==> src/rtl/affine_host_if.sv <==
// Bundles the operand, result and core-facing signals of affine_host.
// master is the host side; slave is the environment (operand source, core, result sink).
interface affine_host_if #(
    parameter int N = 8
);
    logic         in_valid_i;
    logic         in_ready_o;
    logic [N-1:0] in_data_i;

    logic         core_n_rst_o;
    logic [N-1:0] core_ext_data_o;
    logic [N-1:0] core_ext_data_i;
    logic [1:0]   core_prog_addr_i;
    logic         core_halt_i;

    logic         out_valid_o;
    logic         out_ready_i;
    logic [N-1:0] out_r1_o;
    logic [N-1:0] out_r2_o;
    logic [3:0]   out_cycles_o;
    logic         out_err_o;

    modport master (
        input  in_valid_i, in_data_i,
        input  core_ext_data_i, core_prog_addr_i, core_halt_i,
        input  out_ready_i,
        output in_ready_o,
        output core_n_rst_o, core_ext_data_o,
        output out_valid_o, out_r1_o, out_r2_o, out_cycles_o, out_err_o
    );

    modport slave (
        output in_valid_i, in_data_i,
        output core_ext_data_i, core_prog_addr_i, core_halt_i,
        output out_ready_i,
        input  in_ready_o,
        input  core_n_rst_o, core_ext_data_o,
        input  out_valid_o, out_r1_o, out_r2_o, out_cycles_o, out_err_o
    );
endinterface

==> src/rtl/affine_host.sv <==
// Host driver for the affine core: resets the core, runs one program pass on an operand,
// then reads acc1 (core running) and acc2 (core held in reset) and returns both.
module affine_host #(
    parameter int N       = 8,
    parameter int RST_CYC = 2,
    parameter int TIMEOUT = 8
) (
    input logic          clk_i,
    input logic          rst_i,
    affine_host_if.master bus
);
    typedef enum logic [2:0] {
        IDLE = 3'd0,
        HOLD = 3'd1,
        RUN  = 3'd2,
        CAP1 = 3'd3,
        CAP2 = 3'd4,
        OUT  = 3'd5
    } state_t;

    localparam int HCW = $clog2(RST_CYC) + 1;
    localparam int RCW = $clog2(TIMEOUT) + 1;
    localparam logic [HCW-1:0] HOLD_LAST = HCW'(RST_CYC - 1);
    localparam logic [RCW-1:0] RUN_LAST  = RCW'(TIMEOUT - 1);

    state_t         state;
    state_t         state_nxt;
    logic [N-1:0]   op_q;
    logic [N-1:0]   r1_q;
    logic [N-1:0]   r2_q;
    logic [3:0]     cyc_q;
    logic           err_q;
    logic [HCW-1:0] hold_cnt;
    logic [RCW-1:0] run_cnt;
    logic           run_timeout;

    function automatic logic [3:0] sat_inc4(input logic [3:0] v);
        return (v == 4'hF) ? 4'hF : v + 4'd1;
    endfunction

    // The run budget is tracked separately from the 4-bit reported count so TIMEOUT may exceed 15.
    assign run_timeout = (run_cnt == RUN_LAST);

    always_ff @(posedge clk_i) begin
        if (rst_i) begin
            state <= IDLE;
        end else begin
            state <= state_nxt;
        end
    end

    always_comb begin
        state_nxt = state;
        case (state)
            IDLE: if (bus.in_valid_i) state_nxt = HOLD;
            HOLD: if (hold_cnt == HOLD_LAST) state_nxt = RUN;
            RUN: begin
                if (bus.core_halt_i) begin
                    state_nxt = CAP1;
                end else if (run_timeout) begin
                    state_nxt = OUT;
                end
            end
            CAP1: state_nxt = CAP2;
            CAP2: state_nxt = OUT;
            OUT:  if (bus.out_ready_i) state_nxt = IDLE;
            default: state_nxt = IDLE;
        endcase
    end

    always_ff @(posedge clk_i) begin
        if (rst_i) begin
            op_q     <= '0;
            r1_q     <= '0;
            r2_q     <= '0;
            cyc_q    <= '0;
            err_q    <= 1'b0;
            hold_cnt <= '0;
            run_cnt  <= '0;
        end else begin
            case (state)
                IDLE: begin
                    if (bus.in_valid_i) begin
                        op_q     <= bus.in_data_i;
                        r1_q     <= '0;
                        r2_q     <= '0;
                        cyc_q    <= '0;
                        err_q    <= 1'b0;
                        hold_cnt <= '0;
                        run_cnt  <= '0;
                    end
                end
                HOLD: hold_cnt <= hold_cnt + 1'b1;
                RUN: begin
                    run_cnt <= run_cnt + 1'b1;
                    cyc_q   <= sat_inc4(cyc_q);
                    // A halt on the final budget cycle still counts as a normal halt.
                    if (bus.core_halt_i) begin
                        err_q <= err_q | (bus.core_prog_addr_i != 2'b11);
                    end else if (run_timeout) begin
                        err_q <= 1'b1;
                        r1_q  <= '0;
                        r2_q  <= '0;
                    end
                end
                CAP1: r1_q <= bus.core_ext_data_i;
                // Core is back in reset here, so its output mux presents acc2.
                CAP2: r2_q <= bus.core_ext_data_i;
                default: ;
            endcase
        end
    end

    assign bus.in_ready_o      = (state == IDLE);
    assign bus.out_valid_o     = (state == OUT);
    assign bus.core_n_rst_o    = (state == RUN) || (state == CAP1);
    assign bus.core_ext_data_o = op_q;
    assign bus.out_r1_o        = r1_q;
    assign bus.out_r2_o        = r2_q;
    assign bus.out_cycles_o    = cyc_q;
    assign bus.out_err_o       = err_q;
endmodule

==> src/flat_wrapper.sv <==
// flat-port wrapper written by rule: the top's interface ports become plain ports
module affine_host_flat 
#(
    parameter int N       = 8,
    parameter int RST_CYC = 2,
    parameter int TIMEOUT = 8
)
  (clk_i, rst_i, bus_in_valid_i, bus_in_data_i, bus_core_ext_data_i, bus_core_prog_addr_i, bus_core_halt_i, bus_out_ready_i, bus_in_ready_o, bus_core_n_rst_o, bus_core_ext_data_o, bus_out_valid_o, bus_out_r1_o, bus_out_r2_o, bus_out_cycles_o, bus_out_err_o);
  affine_host_if #(.N(N)) bus_i ();
  input logic clk_i;
  input logic rst_i;
  input wire logic [$bits(bus_i.in_valid_i)-1:0] bus_in_valid_i;
  input wire logic [$bits(bus_i.in_data_i)-1:0] bus_in_data_i;
  input wire logic [$bits(bus_i.core_ext_data_i)-1:0] bus_core_ext_data_i;
  input wire logic [$bits(bus_i.core_prog_addr_i)-1:0] bus_core_prog_addr_i;
  input wire logic [$bits(bus_i.core_halt_i)-1:0] bus_core_halt_i;
  input wire logic [$bits(bus_i.out_ready_i)-1:0] bus_out_ready_i;
  output wire logic [$bits(bus_i.in_ready_o)-1:0] bus_in_ready_o;
  output wire logic [$bits(bus_i.core_n_rst_o)-1:0] bus_core_n_rst_o;
  output wire logic [$bits(bus_i.core_ext_data_o)-1:0] bus_core_ext_data_o;
  output wire logic [$bits(bus_i.out_valid_o)-1:0] bus_out_valid_o;
  output wire logic [$bits(bus_i.out_r1_o)-1:0] bus_out_r1_o;
  output wire logic [$bits(bus_i.out_r2_o)-1:0] bus_out_r2_o;
  output wire logic [$bits(bus_i.out_cycles_o)-1:0] bus_out_cycles_o;
  output wire logic [$bits(bus_i.out_err_o)-1:0] bus_out_err_o;
  assign bus_i.in_valid_i = bus_in_valid_i;
  assign bus_i.in_data_i = bus_in_data_i;
  assign bus_i.core_ext_data_i = bus_core_ext_data_i;
  assign bus_i.core_prog_addr_i = bus_core_prog_addr_i;
  assign bus_i.core_halt_i = bus_core_halt_i;
  assign bus_i.out_ready_i = bus_out_ready_i;
  assign bus_in_ready_o = bus_i.in_ready_o;
  assign bus_core_n_rst_o = bus_i.core_n_rst_o;
  assign bus_core_ext_data_o = bus_i.core_ext_data_o;
  assign bus_out_valid_o = bus_i.out_valid_o;
  assign bus_out_r1_o = bus_i.out_r1_o;
  assign bus_out_r2_o = bus_i.out_r2_o;
  assign bus_out_cycles_o = bus_i.out_cycles_o;
  assign bus_out_err_o = bus_i.out_err_o;
  affine_host #(.N(N), .RST_CYC(RST_CYC), .TIMEOUT(TIMEOUT)) u_core (.clk_i(clk_i), .rst_i(rst_i), .bus(bus_i));
endmodule
==> config.mk <==
export PLATFORM = sky130hd
export DESIGN_NAME = affine_host_flat
export DESIGN_NICKNAME = d
export VERILOG_FILES = /design/src/rtl/affine_host_if.sv /design/src/rtl/affine_host.sv /design/src/flat_wrapper.sv
export SDC_FILE = /design/constraint.sdc
export NUM_CORES = 1
export LEC_CHECK = 0
export ABC_AREA = 1
export BUFFER_PORTS_ARGS = -buffer_cell sky130_fd_sc_hd__buf_4
export CAP_MARGIN = 20
export CORE_UTILIZATION = 40
export DETAILED_ROUTE_END_ITERATION = 8
export PLACE_DENSITY = 0.67
export SYNTH_ARGS = -nofsm -noshare
export SYNTH_HDL_FRONTEND = slang
export SYNTH_SLANG_ARGS = --single-unit
export TNS_END_PERCENT = 1
==> constraint.sdc <==
create_clock -name clk_i -period 1.4 [get_ports clk_i]
set_input_delay 0.07 -clock clk_i [delete_from_list [all_inputs] [get_ports clk_i]]
set_output_delay 0.07 -clock clk_i [all_outputs]
set_load 0.02 [all_outputs]
# --- Yosys cells after proc, flatten, opt, wreduce, memory -nomap -nowiden ---
# Cells that the tools add are included.
totals:
  elab_cells: 61
  out_inout_bits: 32
  input_bits: 23
  reg_bits: 38
op_classes:
  n_eq_ne: 15
  n_mux: 21
  reduce_logical: 13
  addsub: 3
  bitwise_logic: 1
op_table:
  columns: ["op", "n"]
  rows:
  - ["8-bit case mux with 3 select lines", 2]
  - ["8-bit two-way mux", 3]
  - ["3-bit case mux with 6 select lines", 1]
  - ["4-bit case mux with 2 select lines", 2]
  - ["3-bit two-way mux", 5]
  - ["4-bit AND reduction", 3]
  - ["4-bit by 1-bit adder with 4-bit output (second input constant)", 2]
  - ["4-bit two-way mux", 2]
  - ["2-bit != test (second input constant)", 4]
  - ["3-bit by 2-bit == test with 1-bit output (second input constant)", 2]
  - ["3-bit == test (second input constant)", 2]
  - ["2-bit AND reduction", 3]
  - ["3-bit nonzero test", 2]
  - ["4-bit by 3-bit == test with 1-bit output (second input constant)", 1]
  - ["4-bit == test (second input constant)", 1]
  - ["2-bit by 1-bit != test with 1-bit output (second input constant)", 2]
  - ["2-bit case mux with 2 select lines", 1]
  - ["2-bit nonzero test", 2]
  - ["3-bit by 1-bit == test with 1-bit output (second input constant)", 1]
  - ["3-bit logical NOT", 1]
  - ["1-bit two-way mux", 3]
  - ["3-bit by 2-bit != test with 1-bit output (second input constant)", 1]
  - ["3-bit AND reduction", 1]
  - ["2-bit by 1-bit adder with 2-bit output (second input constant)", 1]
  - ["other kinds (5)", 5]

# --- Logic depth before layout (Yosys ltp) ---
logic_depth:
  word_depth: 4
  mapped_depth: 10

# --- Least setup slack after synthesis ---
# Ideal clock, no wire load.
synth_timing:
  path_kind: "register to register"
  from: "reg u_core.state[1]"
  to: "reg u_core.hold_cnt[1]"
  slack_ns: 0.043
  required_ns: 1.285
  path_stages_with_launch: 8
  path_buffers: 0
  arrival_time_ns: 1.243
  synth_period_minus_slack_ns: 1.357
  setup_ns: 0.115
  path_cell_list: "dfxtp_1 -> inv_2 -> nand2_1 -> nor2_2 -> nand2_2 -> o21ai_2 -> nor2_1 -> o21a_1"
synth_via:
  elab_chain_cells: 3
  elab_cells_between_ends: 6
  cone_classes: "eq/ne (2); mux (1); reduce/logical (3)"
synth_lines:
  columns: ["item", "line", "rtl"]
  rows:
  - ["start, declared", "affine_host.sv:26", "state_t state;"]
  - ["start signal, assigned", "affine_host.sv:48", "state <= state_nxt;"]
  - ["3-bit logical NOT *", null, null]
  - ["named net bus_in_ready_o", "flat_wrapper.sv:18", "output wire logic [$bits(bus_i.in_ready_o)-1:0] bus_in_ready_o;"]
  - ["2-bit != test (no line) or 2-bit nonzero test (tied branches)", null, null]
  - ["2-bit AND reduction (no line)", null, null]
  - ["end signal, assigned", "affine_host.sv:93", "HOLD: hold_cnt <= hold_cnt + 1'b1;"]
  - ["end, declared", "affine_host.sv:33", "logic [HCW-1:0] hold_cnt;"]
# The timed path passes the listed nets; every way through them passes the cells marked *.
# A chain may end at the register's enable or synchronous reset.

# --- Final worst setup path ---
layout_timing:
  from: "reg u_core.run_cnt[1]"
  to: "reg u_core.r2_q[3], in the netlist u_core.bus.out_r2_o[3]"
layout_via:
  elab_chain_cells: 3
layout_lines:
  columns: ["item", "line", "rtl"]
  rows:
  - ["start, declared", "affine_host.sv:34", "logic [RCW-1:0] run_cnt;"]
  - ["start signal, assigned", "affine_host.sv:95", "run_cnt <= run_cnt + 1'b1;"]
  - ["4-bit by 3-bit == test with 1-bit output", "affine_host.sv:42", "assign run_timeout = (run_cnt == RUN_LAST);"]
  - ["2-bit by 1-bit != test with 1-bit output (no line)", null, null]
  - ["4-bit AND reduction (no line)", null, null]
  - ["end signal, assigned", "affine_host.sv:108", "CAP2: r2_q <= bus.core_ext_data_i;"]
  - ["end, declared", "affine_host.sv:30", "logic [N-1:0] r2_q;"]
# Every way passes these cells.

==> out/qor.txt <==
cell taking the most area after synthesis: dfxtp_1
Area Overhead vs Synth: 36.88%
Tot GR Track Use: 0.1903
GR peak layer: met2
placed cell areas: 0.002265 mm²
crit-path max cell delay: 0.36 ns
fin util: 0.5868
I/O Pins: 55
Pint: 2.487 mW
pwr/cell area: 1679 mW/mm²
initial antenna violation count: 0
GR Layer Usage met2: 0.2953
core area: 0.004115 mm²
Hold Path Stages: 3
f_max: 0.7735 GHz
Critical Path AT: 1.47 ns
fillers: 399
post-route setup slack: 0.1072 ns
wire per inst: 11.38 µm
NumNets Final: 325
Total Die Area: 0.004680 mm²
starting density of the core: 0.4287
post-route design area: 0.002415 mm²
Yosys warning count: 0
clock share of power: 0.230
area share of the largest cell type after synthesis: 0.4312
Worst setup EP type: flip-flop
Placed Cells: 340
Combinational Power Share: 0.420
Clock Skews: 0.003486 ns
vias in the first global route: 1493
crit path cell chain: ha_2 > nand2_1 > nor2_2 > nor2_4 > nor2_2 > nand2_4 > nand2_1 > a21oi_2
area occupied by multi-input gates: 912.1 µm²
critical path's slowest cell: dfxtp_1
worst hold endpoint: u_core.bus.core_ext_data_o[7]
largest net degree at the start of global routing: 16
Max-Cap Viols: 0
TritonCTS Buffers: 5
gr ovfl total: 0
CP max FO: 8
Final Hold Viols: 0
Reg-to-Reg End: u_core.bus.out_r2_o[3]
critical path startpoint: u_core.run_cnt[1]
critical path class: reg2reg
number of synthesized flops with an enable pin: 0
Iter 0 DRT Violations: 105
post-detail-place hpwl: 2937 µm
top_reg_cell synth: dfxtp_1
first-pass GRT wire length: 6679 µm
CTS tree: yes
antenna diode instance count: 0
IO Port Bufs: 54
Post-Synthesis Cells: 233
Final setup viols: 0
routed wire length: 3970 µm
CTS HTree Levels: 2
Critical Path RT: 1.58 ns
Async SR Flop Fraction: 0
period utilization: 0.9234
Total Power: 4.054 mW
syn avg cell area: 7.572 µm²
reg2reg setup slack: 0.11 ns
GR Util met1: 0.2606
Reg power frac: 0.349
antenna-violating nets left: 0
max_slew headroom: 0.7432
RSZ-0062 raised after global routing: no
Mapped Area: 0.001764 mm²
CTS clock-pin slew for the worst setup and hold paths: 0.07 ns
pre-CTS setup slack: 0.001908 ns
post-CTS setup buffer count: 0
CTS max path bufs: 2
reg2reg start: u_core.run_cnt[1]
root buffer cell: clkbuf_8
Post-synth top cells: nand2_1 (59), dfxtp_1 (38), nor2_1 (34)
Post-Layout Cell Count: 349
count leader, synth: nand2_1
Reg area: 765.7 µm²
clk_lat worst skew: 0.28 ns
Worst Tran Pin Value: 0.3848 ns
die span in y: 68.41 µm
worst vdd ir: 853.7 µV
Psw: 1.567 mW
CTS sink cnt: 38
hold path startpoint: bus_in_data_i[7]
fraction of layout cells with a size suffix above 1: 0.3645
sequential element share of the synthesized area: 0.4312
Die W: 68.41 µm
fin. max-slew vios: 0
post-synth cell types: 26
Critical Path Source Type: flip-flop
worst min path class: in2reg
row cnt: 23
main area contributors after synthesis: dfxtp_1 (43%), nand2_1 (13%), nor2_1 (7.2%)
syn_nets: 259
status: finished, final reports clean
GPL Wtd Cong: 0.8066
worst-case reg-to-reg path depth: 8
DRC violations left: 0
vias per cell: 4.857
crit path time final: 1.293 ns
met3 usage: 0.03833
number of detailed-route iterations in the first pass: 4
vias post-DR: 1695
sw frac: 0.3866
Yosys reg bits: 38
leakage: 1.067 nW
## power by group through the flow
stage                     clock, mW  sequential [mW]  combinational [mW]
after floorplan                   0             1.55               0.997
after global placement            0             1.43                1.68
after detailed placement          0             1.43                1.69
after CTS                     0.959             1.41                1.70
after global routing           1.01             1.44                1.91
final                         0.934             1.42                1.70
## critical path: cells and delay by family (launching register included)
kind                       cells  cell delay (ns)
AOI/OAI and AO/OA              1             0.05
adders and majority gates      1             0.19
DFF                            1             0.36
and+or+nand+nor                6             0.58
## worst max-delay path by stage
stage | cells past startpoint | endpoint | slack (ns)
6_report | 8 | u_core.bus.out_r2_o[3] | 0.11
5_1_grt | 8 | u_core.state[1] | 0.005
4_1_cts | 8 | u_core.bus.out_r2_o[3] | 0.02
3_5_place_dp | 6 | u_core.bus.out_r2_o[3] | 0.002
3_3_place_gp | 6 | u_core.bus.out_r2_o[7] | -0.02
2_1_floorplan | 7 | u_core.hold_cnt[1] | 0.04
## flip-flops by register name, summed over array words and instances, names as in the netlist
name / flops
u_core.hold_cnt: 2
u_core.state: 3
u_core.bus.out_cycles_o: 4
u_core.run_cnt: 4
u_core.bus.core_ext_data_o: 8
u_core.bus.out_err_o: 1
u_core.bus.out_r2_o: 8
u_core.bus.out_r1_o: 8
## repair_timing
item	in CTS	in global routing
endpoints found under the setup margin	3	21
hold buffers	2	0
hold endpoints to repair	2	0
gates resized for setup	3	8
## cells by family after synthesis
kind of cell | synth area share
simple gates | 0.3319
compound gates | 0.1567
fa+ha+maj | 0.02128
flops | 0.4312
buf+inv | 0.05887
## cells in the final DEF (no fill, tap or decap), drive strengths merged
master and n:
ha 3, nor2 44, dfxtp 38, o31ai 1
bufinv 1, nand2 67, clkbuf 6, nand4 2
inv 18, o21a 1, buf 62, clkinv 1
dlygate4sd3 2, o21ai 18, o211ai 1, nand3 6
a21oi 26, nor3 2
## area by class of cell
| cell class | count | share of cell area |
|---|---|---|
| multi-input cells | 171 | 0.3777 |
| flip-flops and latches | 38 | 0.3171 |
| repair buffers | 64 | 0.2010 |
| clock buffers | 6 | 0.03420 |
| inverters | 19 | 0.03161 |
| well taps | 50 | 0.02591 |
| clock inverters | 1 | 0.01244 |
## metrics by stage
stage	TNS [ns]	hold slack, ns
6_report	0	0.006282
4_1_cts	0	0.003344
5_1_grt	0	0.02357
3_5_place_dp	0	0.2985
3_3_place_gp	-0.07005	0.2945
2_1_floorplan	0	0.2049
## per-layer routing
| metal | up-vias | wire length (µm) |
|---|---|---|
| met5 | - | 0 |
| met4 | 0 | 54 |
| met3 | 8 | 169 |
| met2 | 37 | 1831 |
| met1 | 772 | 1914 |
| li1 | 878 | - |
No activity file was read; power rests on OpenSTA's default activity.
